$ cat src/rtl/uart_tx_arbiter.sv
// uart_tx_arbiter
//
// Round-robin arbiter that shares one uart_tx transmitter among NUM_REQ byte
// producers. A winner is picked combinationally while idle. Its character is
// latched on the accepting edge. The arbiter then drives request_to_send for
// a launch window and holds the line for a full frame slot. uart_tx has no
// done flag, so the slot length is timed here from the shared baud parameters.
//
// Ports:
//   clk        : system clock, shared with uart_tx
//   reset      : asynchronous active-high reset, same net as uart_tx.reset
//   req_valid  : per-requester "character offered" flags
//   req_data   : requester i's character at [i*DATA_BITS +: DATA_BITS]
//   req_ready  : one-hot (or zero) accept strobe, combinational in IDLE
//   tx_data    : latched character -> uart_tx.data_to_transmit
//   tx_request : launch pulse      -> uart_tx.request_to_send
//   busy       : high while a frame slot is in progress
//   grant_id   : index of the most recently accepted requester
module uart_tx_arbiter #(
  parameter int CLK_FREQUENCY = 100_000_000,
  parameter int BAUD_RATE     = 9600,
  parameter int DATA_BITS     = 8,
  parameter int NUM_REQ       = 4
) (
  input  logic                                           clk,
  input  logic                                           reset,
  input  logic [NUM_REQ-1:0]                             req_valid,
  input  logic [NUM_REQ*DATA_BITS-1:0]                   req_data,
  output logic [NUM_REQ-1:0]                             req_ready,
  output logic [DATA_BITS-1:0]                           tx_data,
  output logic                                           tx_request,
  output logic                                           busy,
  output logic [((NUM_REQ > 1) ? $clog2(NUM_REQ) : 1)-1:0] grant_id
);

  localparam int ID_W          = (NUM_REQ > 1) ? $clog2(NUM_REQ) : 1;
  localparam int DIV           = CLK_FREQUENCY / BAUD_RATE;
  localparam int LAUNCH_CYCLES = 2 * DIV;
  localparam int FRAME_CYCLES  = (DATA_BITS + 4) * DIV;
  localparam int CNT_W         = (FRAME_CYCLES > 1) ? $clog2(FRAME_CYCLES) : 1;

  localparam logic [CNT_W-1:0] LAUNCH_LAST = CNT_W'(LAUNCH_CYCLES - 1);
  localparam logic [CNT_W-1:0] FRAME_LAST  = CNT_W'(FRAME_CYCLES - 1);

  typedef enum logic [1:0] {
    S_IDLE   = 2'd0,
    S_LAUNCH = 2'd1,
    S_HOLD   = 2'd2
  } state_t;

  state_t             state_q, state_d;
  logic [CNT_W-1:0]   cnt_q, cnt_d;
  logic [ID_W-1:0]    ptr_q;
  logic               accept;

  logic               win_valid;
  logic [ID_W-1:0]    win_idx;
  logic [ID_W-1:0]    ptr_next;
  logic [DATA_BITS-1:0] win_data;
  logic               hi_found;
  logic [ID_W-1:0]    hi_idx;
  logic [ID_W-1:0]    lo_idx;

  // Round-robin pick: the lowest set index at or above the pointer wins;
  // if there is none, the search wraps and the lowest set index overall wins.
  // Scanning downward leaves the lowest match in each candidate.
  always_comb begin
    hi_found  = 1'b0;
    hi_idx    = '0;
    lo_idx    = '0;
    win_valid = 1'b0;
    for (int i = NUM_REQ - 1; i >= 0; i--) begin
      if (req_valid[i]) begin
        win_valid = 1'b1;
        lo_idx    = ID_W'(i);
        if (i >= int'(ptr_q)) begin
          hi_found = 1'b1;
          hi_idx   = ID_W'(i);
        end
      end
    end
    win_idx = hi_found ? hi_idx : lo_idx;
  end

  always_comb begin
    win_data = '0;
    for (int i = 0; i < NUM_REQ; i++) begin
      if (ID_W'(i) == win_idx) win_data = req_data[i*DATA_BITS +: DATA_BITS];
    end
  end

  assign ptr_next = (win_idx == ID_W'(NUM_REQ - 1)) ? '0 : win_idx + ID_W'(1);

  // Next state and slot counter. The counter runs through the whole slot:
  // LAUNCH covers 0..LAUNCH_CYCLES-1 and HOLD continues up to FRAME_CYCLES-1.
  always_comb begin
    state_d = state_q;
    cnt_d   = cnt_q;
    accept  = 1'b0;
    case (state_q)
      S_IDLE: begin
        if (win_valid) begin
          accept  = 1'b1;
          cnt_d   = '0;
          state_d = S_LAUNCH;
        end
      end
      S_LAUNCH: begin
        cnt_d = cnt_q + CNT_W'(1);
        if (cnt_q == LAUNCH_LAST) state_d = S_HOLD;
      end
      S_HOLD: begin
        if (cnt_q == FRAME_LAST) begin
          cnt_d   = '0;
          state_d = S_IDLE;
        end else begin
          cnt_d = cnt_q + CNT_W'(1);
        end
      end
      default: begin
        cnt_d   = '0;
        state_d = S_IDLE;
      end
    endcase
  end

  always_ff @(posedge clk or posedge reset) begin
    if (reset) begin
      state_q <= S_IDLE;
      cnt_q   <= '0;
    end else begin
      state_q <= state_d;
      cnt_q   <= cnt_d;
    end
  end

  always_ff @(posedge clk or posedge reset) begin
    if (reset) begin
      ptr_q    <= '0;
      tx_data  <= '0;
      grant_id <= '0;
    end else if (accept) begin
      ptr_q    <= ptr_next;
      tx_data  <= win_data;
      grant_id <= win_idx;
    end
  end

  // req_ready is gated by reset as well: the state is forced to IDLE during
  // reset, and the requesters must not see an accept strobe at that time.
  assign req_ready  = (state_q == S_IDLE && win_valid && !reset)
                      ? (NUM_REQ'(1) << win_idx) : '0;
  assign tx_request = (state_q == S_LAUNCH);
  assign busy       = (state_q != S_IDLE);

endmodule

$ cat config.mk
export PLATFORM = sky130hd
export DESIGN_NAME = uart_tx_arbiter
export DESIGN_NICKNAME = d
export VERILOG_FILES = /design/src/rtl/uart_tx_arbiter.sv
export SDC_FILE = /design/constraint.sdc
export NUM_CORES = 1
export LEC_CHECK = 0
export CAP_MARGIN = 10
export CORE_MARGIN = 4
export CORE_UTILIZATION = 50
export CTS_BUF_LIST = sky130_fd_sc_hd__clkbuf_4 sky130_fd_sc_hd__clkbuf_8 sky130_fd_sc_hd__clkbuf_16
export DETAILED_ROUTE_END_ITERATION = 8
export PLACE_DENSITY = 0.83
export SETUP_SLACK_MARGIN = 0.15
export SLEW_MARGIN = 40
export SYNTH_ARGS = -nofsm -noshare
export SYNTH_HDL_FRONTEND = slang
export SYNTH_SLANG_ARGS = --single-unit
$ cat constraint.sdc
create_clock -name clk -period 3.6 [get_ports clk]
set_clock_uncertainty 0.15 [all_clocks]
set_input_delay 0.72 -clock clk [delete_from_list [all_inputs] [get_ports clk]]
set_output_delay 0.72 -clock clk [all_outputs]
set_load 0.05 [all_outputs]
==> After elaboration in Yosys (flattened, before gate mapping) <==
Cells that the tools add are included.
{ "totals": {"reg_bits": 31} }
{ "op_classes": {"n_addsub": 2, "order_cmp": 3, "eq_ne": 11, "n_shift": 1, "muxes": 36, "n_reduce_logical": 7} }
{ "op_table": {"columns": ["cell", "count"], "rows": [
  ["one-hot mux 17 bit (3 select lines)", 1],
  ["2-to-1 mux 17 bit", 2],
  ["2-to-1 mux 8 bit", 4],
  ["2-to-1 mux 2 bit", 15],
  ["adder 17 x 1 -> 17 bit (second input constant)", 1],
  ["== test 17 x 15 -> 1 bit (second input constant)", 1],
  ["== test 17 bit (second input constant)", 1],
  ["2-to-1 mux 1 bit", 12],
  ["one-hot mux 2 bit (3 select lines)", 1],
  ["== test 2 bit (first input constant)", 2],
  ["== test 2 bit (second input constant)", 2],
  [">= comparator 1 x 2 -> 1 bit (first input constant)", 2],
  ["logical NOT 2 bit", 2],
  ["2-to-1 mux 4 bit", 1],
  ["!= test 2 bit (second input constant)", 2],
  ["left shift 1 x 2 -> 4 bit (first input constant)", 1],
  ["AND reduction 3 bit", 1],
  ["adder 2 x 1 -> 2 bit (second input constant)", 1],
  ["== test 1 x 2 -> 1 bit (first input constant)", 1],
  ["== test 2 x 1 -> 1 bit (second input constant)", 1],
  [">= comparator 2 bit (first input constant)", 1],
  ["logical AND 1 bit", 2],
  ["!= test 2 x 1 -> 1 bit (second input constant)", 1],
  ["nonzero test 2 bit", 1],
  ["logical NOT 1 bit", 1]
]} }

==> Longest topological paths before layout <==
{ "depth": {"ltp_word": 13, "ltp_mapped": 11, "mapped_depth_nobuf": 10} }

==> Worst setup path before layout <==
OpenSTA, ideal clock, no wires.
{ "synth_path": {"kind": "in2out", "startpoint": "input req_valid[2]", "endpoint": "output req_ready[3]", "arrival_time_ns": 2.269, "t_required_ns": 2.730, "setup_slack_ns": 0.461, "path_stages": 7, "path_cell_list": "mux2i_1 > nor2_1 > nor3_1 > ha_1 > buf_2 > clkbuf_1 > and3_1"} }
{ "synth_between": {"elab_chain_len": 8, "word_cells_on_any_way": 21} }
{ "synth_rtl": {"columns": ["item", "line", "rtl"], "rows": [
  ["start, declared", "27", "input logic [NUM_REQ-1:0] req_valid,"],
  ["2-to-1 mux 2 bit / 2-to-1 mux 1 bit (equally long branches)", "73", "if (req_valid[i]) begin"],
  ["2-to-1 mux 2 bit / 2-to-1 mux 1 bit (equally long branches)", "76", "if (i >= int'(ptr_q)) begin"],
  ["2-to-1 mux 2 bit / 2-to-1 mux 1 bit (equally long branches)", "73", null],
  ["2-to-1 mux 2 bit / 2-to-1 mux 1 bit (equally long branches)", "76", null],
  ["2-to-1 mux 2 bit / 2-to-1 mux 1 bit (equally long branches)", "73", null],
  ["2-to-1 mux 2 bit (*)", "82", "win_idx = hi_found ? hi_idx : lo_idx;"],
  ["net win_idx[0]", "57", "logic [ID_W-1:0] win_idx;"],
  ["left shift 1 x 2 -> 4 bit (*)", "152", "? (NUM_REQ'(1) << win_idx) : '0;"],
  ["2-to-1 mux 4 bit (*)", "152", null],
  ["end, declared", "29", "output logic [NUM_REQ-1:0] req_ready,"]
]} }
Mark *: on every way through the listed nets, which the timed path passes. The rest lies on a longest branch.

==> Worst setup path after layout <==
{ "layout_path": {"startpoint": "input req_valid[0]", "endpoint": "output req_ready[0]"} }
{ "layout_between": {"elab_chain_len": 4, "word_cells_on_any_way": 9} }
{ "layout_rtl": {"columns": ["item", "line"], "rows": [
  ["2-to-1 mux 2 bit / 2-to-1 mux 1 bit (equally long branches)", "73"],
  ["2-to-1 mux 2 bit (*)", "82"],
  ["net win_idx[0]", "57"],
  ["left shift 1 x 2 -> 4 bit (*)", "152"],
  ["2-to-1 mux 4 bit (*)", "152"]
]} }
Marks and branches as above.

==> flow_metrics.tcl <==
set metrics [dict create \
    status "complete, no violations" \
    synth_area_leaders "dfrtp_1 (38%), a21oi_1 (8.3%), ha_1 (5.5%)" \
    ant_nets 0 \
    ys.flop_type "dfrtp_1" \
    fillCellCount 332 \
    first_iter_violations 113 \
    rsz0062_at_grt "false" \
    leakage_nw 1.14 \
    hold_viol 0 \
    arrival_ps 2410 \
    cts_setup_buffers 0 \
    syn_nets 290 \
    routedWlPerCell_um 15.7 \
    cp-start-kind "input port" \
    powerDensity_nw_per_um2 677 \
    worst-path-stages 8 \
    worstReg2RegEnd "tx_data[1]$_DFFE_PP0P_" \
    cp_max_fo 5 \
    grt_pass1_wl_mm 9.40 \
    clk_pin_slew_ps 70 \
    synth.top_cell.area_share_pct 37.9 \
    ys_seq_elements 31 \
    fmax_mhz 305 \
    cpMaxStageDelayCell "clkdlybuf4s50_1" \
    antenna_found_initial 0 \
    path_buf_inv 3 \
    ys_types 43 \
    combPwrFrac_pct 57.6 \
    power_mw 1.88 \
    holdPathStages 2 \
    die_h_um 72.0 \
    maxSlewViolCount 0 \
    fin_crit_sh_pct 91.2 \
    reg2reg_setup_slack_ps 1310 \
    setup_viol 0 \
    dieArea_um2 5180 \
    r2r-start "ptr_q[1]$_DFFE_PP0P_" \
    grtUsageMet1_pct 27.1 \
    layout-drive-gt1-share_pct 10.1 \
    syn_inst 243 \
    worstHoldPathType "flop to flop" \
    worstPathCellList "clkdlybuf4s50_1, mux2i_1, nor2_1, nor3_2, inv_1, ha_1, and3_1, buf_12" \
    grt_util_met2_pct 42.2 \
    antenna_cells 0 \
    routed_wl_mm 5.46 \
    post-route-drc-count 0 \
    syn_to_final_growth_pct 35.3 \
    worstRegToRegCells 11 \
    core-area_um2 3970 \
    use_met3_pct 4.85 \
    grt_max_degree 32 \
    tns_ps 0 \
    avgViaCountPerCell 5.66 \
    synth_edf_count 0 \
    pwr-share-seq_pct 26.2 \
    clkPwrFrac_pct 16.2 \
    cap_violations 0 \
    yosysTopAreaCell "dfrtp_1" \
    final_util_pct 69.8 \
    port_buffers 53 \
    gp_congestion 0.845 \
    first_global_vias 2033 \
    cp-endpoint "req_ready[0]" \
    synth_area_per_cell_um2 8.43 \
    rows 23 \
    grtUsageTotal_pct 22.8 \
    mostFrequentLayoutCells "clkdlybuf4s50_1 (49), a21oi_1 (34), dfrtp_1 (31)" \
    worstSetupEndpointType "primary output" \
    switching_share_pct 45.8 \
    critPathKind "input port to primary output" \
    yosysWarningCount 0 \
    clk_path_buf_depth 2 \
    tightest_slew_ps 590 \
    firstDrtPassIters 4 \
    fin_cells 348 \
    min_period_ps 3280 \
    p_int_mw 1.02 \
    overflow 0 \
    dpl.hpwl_mm 4.26 \
    start_util_pct 51.6 \
    crit_required_ps 2730 \
    clk_latency_ps 280 \
    syn-cell-area_um2 2050 \
    power.switching_uw 858 \
    crit_family "buffers and inverters" \
    num_vias 1971 \
    dp.cells 340 \
    async_flop_share_pct 100 \
    gr-max-usage-layer "met2" \
    numCtsBuffers 5 \
    cts.sinks 31 \
    cpPeakStageDelay_ps 500 \
    io_pins 54 \
    htree_levels 2 \
    crit_start "req_valid[0]" \
    yosysSeqAreaShare_pct 37.9 \
    peakVddDrop_uv 355 \
    nets 344 \
    cts_root_buffer "clkbuf_8" \
    cts_tree "yes" \
    max_slew_margin_pct 60.6 \
    hold_buffers 0 \
    final_common_cell "clkdlybuf4s50_1" \
    die_x_um 72.0 \
]
==> worst min path at each step <==
stage / from / to / slack, ps
floorplan: state_q[0]$_DFFE_PP0P_ / state_q[0]$_DFFE_PP0P_ / 340
global placement: tx_data[6]$_DFFE_PP0P_ / tx_data[6]$_DFFE_PP0P_ / 320
detailed placement: grant_id[0]$_DFFE_PP0P_ / grant_id[0]$_DFFE_PP0P_ / 320
CTS: grant_id[0]$_DFFE_PP0P_ / grant_id[0]$_DFFE_PP0P_ / 340
global route: grant_id[0]$_DFFE_PP0P_ / grant_id[0]$_DFFE_PP0P_ / 360
finish: grant_id[0]$_DFFE_PP0P_ / grant_id[0]$_DFFE_PP0P_ / 330
==> worst reg2reg max path, stage by stage, from the launching register on <==
cell	delay, ps
dfrtp_1	450
mux2i_1	230
nor2_1	70
nor3_2	260
inv_1	110
ha_1	220
buf_4	170
nand3b_1	90
a21oi_1	60
a21oi_1	150
o21ai_0	100
o21a_1	120
==> area by class of cell <==
cell class | instances | area, um^2 | share of cell area [%]
clock inverter | 1 | 7.51 | 0.271
clock buffer | 7 | 96.3 | 3.48
inverter | 13 | 48.8 | 1.76
multi-input combinational | 186 | 1170 | 42.2
sequential | 31 | 776 | 28.0
tap | 50 | 62.6 | 2.26
timing repair buffer | 60 | 611 | 22.0
==> cells in the mapped netlist (all sizes together), types with 2 or more instances <==
library cell and count:
and4 2, nand3 13, nor4 2, mux2i 2, inv 13, nand4 5
and2 2, dfrtp 31, o21a 11, clkbuf 6, nand3b 8, buf 7
nor3 4, o21ai 23, nand2b 3, o311ai 5, or3 6, nand2 30
and3 8, ha 9, nor2 6, a21oi 34
==> kinds of logic (layout without fill, tap and decap cells) <==
family                     after synthesis  count (layout)  synth area share, %
muxes                                    3               3                 1.53
buffers and inverters                   26              81                 5.56
and+or+nand+nor                         93              93                 25.9
adders and majority gates                9               9                 5.50
AOI/OAI and AO/OA                       81              81                 23.6
DFF                                     31              31                 37.9
==> power groups by stage <==
stage | registers [mW] | clock network (mW) | logic [mW]
4_1_cts | 0.491 | 0.314 | 1.09
5_1_grt | 0.503 | 0.326 | 1.19
2_1_floorplan | 0.690 | 0 | 0.538
3_3_place_gp | 0.490 | 0 | 1.06
6_report | 0.491 | 0.303 | 1.08
3_5_place_dp | 0.497 | 0 | 1.09
==> state kept, by name (all words and copies together), names as in the netlist <==
name and count:
cnt_q 17, tx_data 8, grant_id 2, ptr_q 2
state_q 2
==> what timing repair did <==
action                     CTS  global route
setup endpoints to repair    0             4
gates resized for setup      0             2
hold endpoints to repair     0             0
==> per-layer routing <==
metal | vias to the layer above | share of wire, %
met4 | 0 | 1.7
met2 | 54 | 53
met3 | 8 | 4.0
met5 | - | 0
li1 | 985 | -
met1 | 924 | 41
==> through the flow <==
stage          cell area [um^2]  hold WS, ps  setup slack (ps)
6_report                   2770          333               317
2_1_floorplan              2050          338               461
3_5_place_dp               2660          323               170
4_1_cts                    2760          339               172
3_3_place_gp               2660          323               282
5_1_grt                    2770          362               183
No activity file was read; power rests on OpenSTA's default activity.
